`src/rtl/program_loader.sv`:
```
// Collects a host program into a 16-entry buffer, streams it into a 4-bit
// computer's memory over 16 load cycles, then releases the target from reset.
module program_loader #(
   parameter int         DEPTH   = 16,
   parameter logic [7:0] PAD_INS = 8'h0F
) (
   input  logic        clk,
   input  logic        rst,
   input  logic        wr_valid,
   input  logic [11:0] wr_data,
   input  logic        wr_last,
   output logic        wr_ready,
   input  logic        abort,
   output logic        cpu_rst,
   output logic [3:0]  ins_address,
   output logic [7:0]  ins,
   output logic [3:0]  d_in,
   output logic [4:0]  entry_count,
   output logic        running
);

   localparam logic [1:0] ST_COLLECT = 2'd0;
   localparam logic [1:0] ST_LOAD    = 2'd1;
   localparam logic [1:0] ST_SETTLE  = 2'd2;
   localparam logic [1:0] ST_RUN     = 2'd3;

   logic [1:0]  state_q, state_d;
   logic [4:0]  count_q, count_d;
   logic [3:0]  index_q, index_d;
   logic        mem_we;
   logic [11:0] entry_mem [DEPTH];

   always_comb begin
      // NOTE: every signal gets a default first so no path leaves it unassigned (no latch).
      state_d = state_q;
      count_d = count_q;
      index_d = index_q;
      mem_we  = 1'b0;
      if (abort) begin
         state_d = ST_COLLECT;
         count_d = 5'd0;
         index_d = 4'd0;
      end else begin
         case (state_q)
            ST_COLLECT: begin
               if (wr_valid) begin
                  mem_we  = 1'b1;
                  count_d = count_q + 5'd1;
                  if (wr_last || count_q == 5'd15) begin
                     state_d = ST_LOAD;
                     index_d = 4'd0;
                  end
               end
            end
            ST_LOAD: begin
               index_d = index_q + 4'd1;
               if (index_q == 4'd15) state_d = ST_SETTLE;
            end
            ST_SETTLE: state_d = ST_RUN;
            ST_RUN:    state_d = ST_RUN;
            default:   state_d = ST_COLLECT;
         endcase
      end
   end

   always_ff @(posedge clk or posedge rst) begin
      // NOTE: sequential state uses non-blocking assignments so all flops update together.
      if (rst) begin
         state_q <= ST_COLLECT;
         count_q <= 5'd0;
         index_q <= 4'd0;
      end else begin
         state_q <= state_d;
         count_q <= count_d;
         index_q <= index_d;
      end
   end

   // NOTE: the entry buffer is deliberately not reset; entries past entry_count are never read.
   always_ff @(posedge clk) begin
      if (mem_we) entry_mem[count_q[3:0]] <= wr_data;
   end

   // Outputs decode only from registered state, so rst takes effect without a clock.
   always_comb begin
      wr_ready    = (state_q == ST_COLLECT);
      cpu_rst     = (state_q != ST_RUN);
      running     = (state_q == ST_RUN);
      entry_count = count_q;
      ins_address = 4'd0;
      ins         = 8'd0;
      d_in        = 4'd0;
      if (state_q == ST_LOAD) begin
         ins_address = index_q;
         if ({1'b0, index_q} < count_q) begin
            {ins, d_in} = entry_mem[index_q];
         end else begin
            ins = PAD_INS;
         end
      end
   end

endmodule

```
`config.mk`:
```
export PLATFORM = sky130hd
export DESIGN_NAME = program_loader
export DESIGN_NICKNAME = d
export VERILOG_FILES = /design/src/rtl/program_loader.sv
export SDC_FILE = /design/constraint.sdc
export NUM_CORES = 1
export LEC_CHECK = 0
export BUFFER_PORTS_ARGS = -buffer_cell sky130_fd_sc_hd__buf_2
export CAP_MARGIN = 10
export CELL_PAD_IN_SITES_DETAIL_PLACEMENT = 2
export CELL_PAD_IN_SITES_GLOBAL_PLACEMENT = 2
export CORE_ASPECT_RATIO = 1.25
export CORE_MARGIN = 2
export CORE_UTILIZATION = 47
export DETAILED_ROUTE_END_ITERATION = 10
export GPL_ROUTABILITY_DRIVEN = 1
export MAX_ROUTING_LAYER = met4
export PLACE_DENSITY_LB_ADDON = 0.1
export SETUP_SLACK_MARGIN = 0.15
export SYNTH_ARGS = -nofsm -noshare
export SYNTH_HDL_FRONTEND = slang
export SYNTH_SLANG_ARGS = --single-unit
```
`constraint.sdc`:
```
create_clock -name clk -period 3.1 [get_ports clk]
set_input_delay 0 -clock clk [delete_from_list [all_inputs] [get_ports clk]]
set_output_delay 0 -clock clk [all_outputs]
set_load 0.01 [all_outputs]
```
==> impl_metrics.toml, run 1 <==
[cells_and_area]
final_area_sq_um = 9640
mostFrequentLayoutCells = "edfxtp_1, mux4_2, buf_2, nor2_1, buf_4"
syn_to_final_growth_pct = 17.7
final_common_cell = "edfxtp_1"
insertedDiodeCount = 0
drive_gt1_frac = 0.285
final_net_count = 542

[drt]
drc = 0
drt_iter0_drc = 352
drt-total-wl_mm = 22.6
via_count = 4492
viasPerCell = 5.99
post_drt_wl_per_cell_microns = 30.1
drtPass1Iterations = 4
drtAntennaViolNets = 0

[global_routing]
grt-ovfl-total = 0
antenna_found_initial = 0
grt_first_pass_wirelength_mm = 33.3
grt_pass1_vias = 5001
grt_max_degree = 33
grt_use_total = 0.265

[critical_path]
critical_path_class = "reg2out"
crit_path_cell_trace = "buf_12 -> mux4_2 -> a22o_1 -> nor2_1 -> a211oi_1 -> buf_2"
cp_num_buf_inv = 2
cp.required_ps = 3100
ff2ff_path_depth = 5
cpPeakStageDelay_ps = 690
cp_max_fo = 29
slowest_stage = "dfrtp_4"
cp_top_family = "flip-flops"
cp-start-kind = "register"
cp-end-kind = "primary output"
worstPathArrival_ps = 2730
path_depth = 6

[sta]
rsz0062_at_grt = "false"
hold_viol = 0
drv_slew = 0
setup-violations-final = 0
whs_ps = 77.7
tns_ps = 0
fmax_mhz = 367
slew-limit-headroom = 0.489
worst_pin_slew_ps = 767
skew_ps = 8.91
finalCritPeriodShare = 0.880
timing.final.crit_period_ps = 2730

[clock_tree]
cts_buffers = 21
post_cts_buffers = 0
cts.path.max_buffers = 3
clock-sinks = 203
cts-root-buf = "clkbuf_16"
cts_tree = "built"
clk_latency_ps = 490
clk_pin_slew_worst_paths_ps = 60
cts.htree.levels = 1

[power]
max-vdd-ir-drop_v = 0.000539
p_leak_nw = 3.26
powerDensity_nw_per_um2 = 610

[logic_synthesis]
synth_xor_area_frac = 0.00428
synthMuxAreaShare = 0.134
synth_top_family_by_area = "multiplexers"
synthCells = 433
synth_compound_area_frac = 0.0506
synth_area_sq_um = 8190
ys_ff_latch = 203
synthSimpleGateAreaFrac = 0.0410
synthesis.nets = 459
yosys_warnings = 0
syn_avg_cell_area_sq_um = 18.9
seq_area_frac_synth = 0.738
yosysUniqueCellTypes = 36
yosys.area_share.adder = 0.0138

[floorplanning]
die_h_microns = 152
fp.coreArea_sq_um = 16900
dieArea_sq_um = 18500
die_width_microns = 122
ios = 41
start_util = 0.484
rows = 53

[min_path]
hold_class = "in2async"

[placed_design]
place_congestion = 0.779
portBuffers = 40
place_area_sq_um = 8800
hpwlAfterDp_mm = 14.1

[flow_run]
maxCapViolations = 0

[run_status]
status = "complete, no violations"
[cell type report]
cell class	count	area, sq um
clock inverter	12	131
multi-input combinational	197	2020
fill	1428	7270
clock buffer	25	541
sequential	203	6050
inverter	10	37.5
tap	220	275
timing repair buffer	83	588
[sequential cells by signal, summed over array words and instances, names as in the netlist]
signal / cells
entry_mem: 192
entry_count: 5
index_q: 4
state_q: 2
[report_power, final]
part	total (mW)	internal (mW)	switching, mW
logic	0.321	0.136	0.184
registers	3.05	3.02	0.0289
clock network	2.50	1.49	1.01
total	5.87	4.65	1.22
[through the flow]
step	instances	util	worst slack [ps]	total power, mW
after global placement	697	0.521	740	3.40
final	750	0.570	373	5.87
after floorplan	433	-	602	3.28
after global routing	750	0.570	212	6.03
after CTS	750	0.570	194	5.93
after detailed placement	697	0.521	533	3.41
[layer usage]
metal  global-route usage  vias to the layer above  part of all wire  wire (microns)
met5                    -                        -                 0               0
met1                0.327                     2362              0.38            8630
met2                0.460                      160              0.53           11900
li1                     -                     1913                 -               -
met4               0.0868                        0             0.034             756
met3               0.0333                       57             0.056            1270
[Yosys cell counts]
master	instances	area [sq um]
nand2b_1	2	12.5
and2_1	6	37.5
nor3_1	4	20.0
buf_6	2	22.5
nor4bb_1	1	10.0
inv_1	9	33.8
and4b_1	1	10.0
ha_1	9	113
nor2_1	33	124
a22o_1	22	193
nor3b_2	1	12.5
o21ai_0	6	30.0
a2bb2oi_1	1	8.76
nor2b_1	6	37.5
o21ai_1	2	10.0
buf_2	7	35.0
a41oi_1	1	8.76
edfxtp_1	192	5770
or3_1	1	6.26
nand4_1	1	6.26
a31oi_1	3	18.8
nand2_1	14	52.6
clkbuf_1	10	37.5
xnor2_1	4	35.0
mux4_2	42	946
buf_4	1	7.51
a22oi_1	6	45.0
mux2i_1	13	130
buf_1	3	11.3
and3_1	1	6.26
a21oi_1	5	25.0
dfrtp_1	11	275
o21a_1	1	7.51
inv_2	1	3.75
mux2_2	2	22.5
a211oi_1	9	67.6
[timing repair]
item / in CTS / in global routing
endpoints found under the hold margin: 210 / 0
setup endpoints to repair: 1 / 7
gates resized for setup: 1 / 1
hold buffers: 16 / 0
[worst min-delay path, cell delays in order]
cell and delay (ps):
dlygate4sd3_1 540, buf_2 120, inv_1 330
[path summary, 6_finish.rpt]
path	slack, ps	from	to
max in group asynchronous	2680	rst	index_q[0]$_DFFE_PP0P_
min in group clk	380	abort	entry_count[3]$_DFFE_PP0P_
setup / recovery	370	index_q[0]$_DFFE_PP0P_	ins[4]
hold / removal	80	rst	entry_count[0]$_DFFE_PP0P_
setup reg to reg	500	state_q[0]$_DFFE_PP0P_	entry_mem[7][10]$_DFFE_PP_
hold reg to reg	610	entry_count[4]$_DFFE_PP0P_	entry_count[4]$_DFFE_PP0P_
[cells by family (layout without fill, tap and decap cells)]
logic type	count (synthesis)	count (layout)
AOI/OAI and AO/OA	56	56
DFF	203	203
xor gates and xnor gates	4	4
and+or+nand+nor	71	71
adders and majority gates	9	9
muxes	57	57
buffers and inverters	33	130
No activity file was read; power rests on OpenSTA's default activity.
==> run 2, diff against run 1 <==
==> constraint.sdc (replaced) <==
create_clock -name clk -period 3 [get_ports clk]
set_input_delay 0 -clock clk [delete_from_list [all_inputs] [get_ports clk]]
set_output_delay 0 -clock clk [all_outputs]
set_load 0.01 [all_outputs]
==> run 2 against run 1 <==
  * Cell count rose by 0.80%
  * Cell area rose by 0.29%
  * Critical endpoint is now ins[5]
  * Sequential power rose by 3%
  * Power rose by 1.8%
  * Critical path type unchanged
==> impl_metrics.toml, run 2 (synthesis gave the netlist of run 1 again) <==
[drt]
via_count = 4534
drtAntennaViolNets = 0
drt_iter0_drc = 335
viasPerCell = 6.00
drtPass1Iterations = 4
post_drt_wl_per_cell_microns = 30.3
drt-total-wl_mm = 22.9
drc = 0

[global_routing]
grt-ovfl-total = 0
grt_first_pass_wirelength_mm = 33.6
grt_pass1_vias = 5114
grt_max_degree = 31
antenna_found_initial = 0
grt_use_total = 0.270

[clock_tree]
clk_pin_slew_worst_paths_ps = 60
cts.path.max_buffers = 3
clock-sinks = 203
clk_latency_ps = 500
cts.htree.levels = 1
post_cts_buffers = 0
cts_tree = "built"
cts_buffers = 21
cts-root-buf = "clkbuf_16"

[sta]
drv_slew = 0
tns_ps = 0
setup-violations-final = 0
fmax_mhz = 374
worst_pin_slew_ps = 752
hold_viol = 0
skew_ps = 15.4
timing.final.ws_setup_ps = 328
slew-limit-headroom = 0.499
timing.final.crit_period_ps = 2670
finalCritPeriodShare = 0.891
rsz0062_at_grt = "false"

[floorplanning]
die_h_microns = 152
start_util = 0.484
fp.coreArea_sq_um = 16900
rows = 53
dieArea_sq_um = 18500
die_width_microns = 122
ios = 41

[critical_path]
crit_path_end = "ins[5]"
slowest_stage = "dfrtp_4"
critical_path_class = "reg2out"
cp_num_buf_inv = 2
cpPeakStageDelay_ps = 630
ff2ff_path_depth = 5
worstReg2RegEnd = "entry_mem[3][2]$_DFFE_PP_"
r2r_slack_ps = 620
worstPathArrival_ps = 2670
cp-start-kind = "register"
cp.required_ps = 3000
cp_max_fo = 30
cp_top_family = "flip-flops"
r2r-start = "state_q[0]$_DFFE_PP0P_"
crit_path_cell_trace = "buf_12 -> mux4_2 -> a22o_1 -> nor2_1 -> a211oi_1 -> buf_2"
cp-end-kind = "primary output"
path_depth = 6
critical_path.startpoint = "index_q[0]$_DFFE_PP0P_"

[run_status]
status = "complete, no violations"

[power]
p_leak_nw = 3.28
powerDensity_nw_per_um2 = 619
max-vdd-ir-drop_v = 0.000534
finalPower_mw = 5.98

[cells_and_area]
final_net_count = 551
final_util = 0.572
mostFrequentLayoutCells = "edfxtp_1, mux4_2, buf_2, nor2_1, buf_4"
nFillCells = 1430
drive_gt1_frac = 0.285
insertedDiodeCount = 0
final_cells = 756
final_common_cell = "edfxtp_1"
syn_to_final_growth_pct = 18.0
largest_reg_flops = 192

[flow_run]
maxCapViolations = 0

[placed_design]
dp_slack_ps = 672
place_congestion = 0.724
portBuffers = 40
dp.cells = 705
hpwlAfterDp_mm = 14.3

[min_path]
hold_class = "in2async"
==> run 2: worst register-to-register path: stages, from the launching register on <==
cell and delay [ps]:
dfrtp_1 480, nor3b_2 530, and2_1 290, nand2_1 180
nor3_2 310, buf_4 280
==> run 2: worst min path at each step <==
| stage | start | endpoint | slack [ps] |
|---|---|---|---|
| floorplan | rst | entry_count[0]$_DFFE_PP0P_ | -150 |
| global placement | rst | entry_count[0]$_DFFE_PP0P_ | 20 |
| detailed placement | rst | entry_count[2]$_DFFE_PP0P_ | 40 |
| CTS | rst | entry_count[2]$_DFFE_PP0P_ | 70 |
| global route | rst | entry_count[0]$_DFFE_PP0P_ | 110 |
| finish | rst | state_q[1]$_DFFE_PP0P_ | 80 |
==> run 2: area by class of cell <==
type	count	area [sq um]	share of cell area
multi-input combinational	197	2020	0.209
inverter	10	37.5	0.00388
clock buffer	24	537	0.0555
timing repair buffer	92	658	0.0681
clock inverter	10	95.1	0.00984
tap	220	275	0.0285
sequential	203	6050	0.626
==> run 2: metal layers <==
layer  part of all wire  GRT usage  wire length [microns]  vias up
met4              0.044      0.118                   1000        0
met2               0.52      0.457                  11800      180
met5                  0          -                      0        -
met1               0.37      0.319                   8510     2359
li1                   -          -                      -     1928
met3              0.068     0.0498                   1560       67
==> run 2: repair_timing <==
item | CTS | global route
hold buffers | 17 | 0
hold endpoints to repair | 210 | 0
resized for setup | 0 | 1
endpoints found under the setup margin | 0 | 1
==> run 2: metrics by stage <==
stage                     instance area [sq um]  hold WS (ps)
after floorplan                            8190          -148
after global placement                     8860          24.7
after detailed placement                   8860          40.3
after CTS                                  9660          65.0
after global routing                       9670           114
final                                      9670          78.6
==> run 2: power by group <==
part | leakage (nW) | internal, mW | total [mW] | switching [mW]
clock | 0.304 | 1.44 | 2.49 | 1.05
combinational | 1.10 | 0.143 | 0.338 | 0.195
sequential | 1.87 | 3.12 | 3.15 | 0.0259
total | 3.28 | 4.71 | 5.98 | 1.27
==> run 3, diff against run 2 <==
--- a/config.mk
+++ b/config.mk
@@ -11,7 +11,8 @@
 export CELL_PAD_IN_SITES_GLOBAL_PLACEMENT = 2
 export CORE_ASPECT_RATIO = 1.25
 export CORE_MARGIN = 2
-export CORE_UTILIZATION = 47
+export CORE_UTILIZATION = 50
+export CTS_CLUSTER_DIAMETER = 30
 export DETAILED_ROUTE_END_ITERATION = 10
 export GPL_ROUTABILITY_DRIVEN = 1
 export MAX_ROUTING_LAYER = met4
==> constraint.sdc (replaced) <==
create_clock -name clk -period 3.3 [get_ports clk]
set_input_delay 0 -clock clk [delete_from_list [all_inputs] [get_ports clk]]
set_output_delay 0 -clock clk [all_outputs]
set_load 0.01 [all_outputs]
==> run 3 against run 2 <==
  * Clock-buffer cell count grew 16
  * Core utilization grew 6.4 points
  * Register-to-register slack lost 210 ps
  * Largest cell class unchanged
  * Sequential share of layout area shrank 3.6 points
==> impl_metrics.toml, run 3 (synthesis gave the netlist of run 1 again) <==
[run_status]
status = "complete, no violations"

[power]
p_leak_nw = 3.57
p_comb_frac = 0.046
finalPower_mw = 7.16
internal_power_mw = 5.58
p_switching_mw = 1.59
power.share.clock = 0.553
seqPwrFrac = 0.401
powerDensity_nw_per_um2 = 698
max-vdd-ir-drop_v = 0.000565
p_sw_frac = 0.221

[floorplanning]
ios = 41
rows = 52
dieArea_sq_um = 17400
start_util = 0.507
die_h_microns = 147
die_width_microns = 118
fp.coreArea_sq_um = 16100

[cells_and_area]
nFillCells = 1257
insertedDiodeCount = 0
syn_to_final_growth_pct = 25.3
final_net_count = 560
seqCellArea_sq_um = 6050
multiInputGateArea_sq_um = 2030
drive_gt1_frac = 0.330
final_common_cell = "edfxtp_1"
largest_reg_flops = 192
mostFrequentLayoutCells = "edfxtp_1, mux4_2, buf_2, clkbuf_16, nor2_1"

[sta]
worst_pin_slew_ps = 1040
slew-limit-headroom = 0.304
finalCritPeriodShare = 0.952
hold_viol = 0
drv_slew = 0
whs_ps = 55.1
skew_ps = 14.6
setup-violations-final = 0
rsz0062_at_grt = "false"
timing.final.crit_period_ps = 3140
fmax_mhz = 318
tns_ps = 0

[global_routing]
antenna_found_initial = 0
grt_pass1_vias = 5446
grt-ovfl-total = 0
grt_max_degree = 36
grt_first_pass_wirelength_mm = 40.5
grt_use_total = 0.347

[min_path]
hold_class = "in2async"

[clock_tree]
cts-root-buf = "clkbuf_16"
clock-sinks = 203
cts.htree.levels = 2
clk_pin_slew_worst_paths_ps = 50
cts.path.max_buffers = 3
clk_latency_ps = 510
cts_buffers = 35
cts_tree = "built"

[drt]
drc = 0
drtPass1Iterations = 5
via_count = 4894
drtAntennaViolNets = 0
drt-total-wl_mm = 28.1
post_drt_wl_per_cell_microns = 36.3
drt_iter0_drc = 437
viasPerCell = 6.31

[critical_path]
cp_max_fo = 9
cp.required_ps = 3300
cp-end-kind = "primary output"
critical_path_class = "reg2out"
cp-start-kind = "register"
worstPathArrival_ps = 3140

[placed_design]
portBuffers = 40
place_congestion = 0.782
hpwlAfterDp_mm = 15.0

[flow_run]
maxCapViolations = 0
-- run 3: cell types whose count changed in the layout (fill, tap and decap cells not counted), sizes merged --
cell,before,now
inv,10,12
clkbuf,24,40
clkinv,7,13
bufinv,2,7
buf,75,71
dlygate4sd3,17,16
-- run 3: through the flow --
| step | instances | util | area [sq um] | setup slack, ps |
|---|---|---|---|---|
| floorplan | 433 | - | 8190 | 802 |
| global placement | 696 | 0.546 | 8810 | 816 |
| detailed placement | 696 | 0.546 | 8810 | 658 |
| CTS | 775 | 0.635 | 10200 | 161 |
| global route | 776 | 0.636 | 10300 | 178 |
| finish | 776 | 0.636 | 10300 | 159 |
-- run 3: power groups by stage --
stage	clock [mW]	combinational [mW]	sequential, mW
final	3.96	0.331	2.87
after global placement	0	0.265	2.92
after global routing	4.09	0.352	2.87
after CTS	3.97	0.317	2.87
after detailed placement	0	0.285	2.92
after floorplan	0	0.175	2.90
-- run 3: repair_timing --
item | in CTS | in global routing
cloned | 0 | 0
endpoints found under the hold margin | 210 | 0
resized for setup | 3 | 0
hold buffers | 16 | 0
endpoints found under the setup margin | 3 | 1
setup buffers | 0 | 1
-- run 3: final cells by class --
cell class | instances | share of cell area
sequential | 203 | 0.589
inverter | 10 | 0.00366
clock inverter | 23 | 0.0313
timing repair buffer | 87 | 0.0602
multi-input combinational | 197 | 0.198
tap | 216 | 0.0263
clock buffer | 40 | 0.0913
-- run 3: final timing paths --
path / startpoint / endpoint / slack, ps / depth (start not counted)
setup / recovery: entry_count[3]$_DFFE_PP0P_ / ins[6] / 160 / 6
hold / removal: rst / index_q[0]$_DFFE_PP0P_ / 60 / 3
setup reg to reg: state_q[0]$_DFFE_PP0P_ / entry_mem[0][9]$_DFFE_PP_ / 410 / 5
hold reg to reg: entry_count[4]$_DFFE_PP0P_ / entry_count[4]$_DFFE_PP0P_ / 710 / 2
max in group asynchronous: rst / index_q[0]$_DFFE_PP0P_ / 2880 / 3
min in group clk: abort / state_q[1]$_DFFE_PP0P_ / 410 / 3
-- run 3: layer usage --
metal / share of wire / global-route usage / up-vias / wire (microns)
li1: - / - / 1965 / -
met5: 0 / - / - / 0
met1: 0.37 / 0.413 / 2604 / 10500
met4: 0.042 / 0.140 / 0 / 1200
met2: 0.53 / 0.597 / 247 / 15000
met3: 0.051 / 0.0528 / 78 / 1430
-- run 3: worst max-delay path, cell delays in order (launching register included) --
cell	delay (ps)
dfrtp_1	590
inv_1	190
ha_1	360
a21oi_1	300
o21ai_1	430
a211oi_1	530
buf_2	230
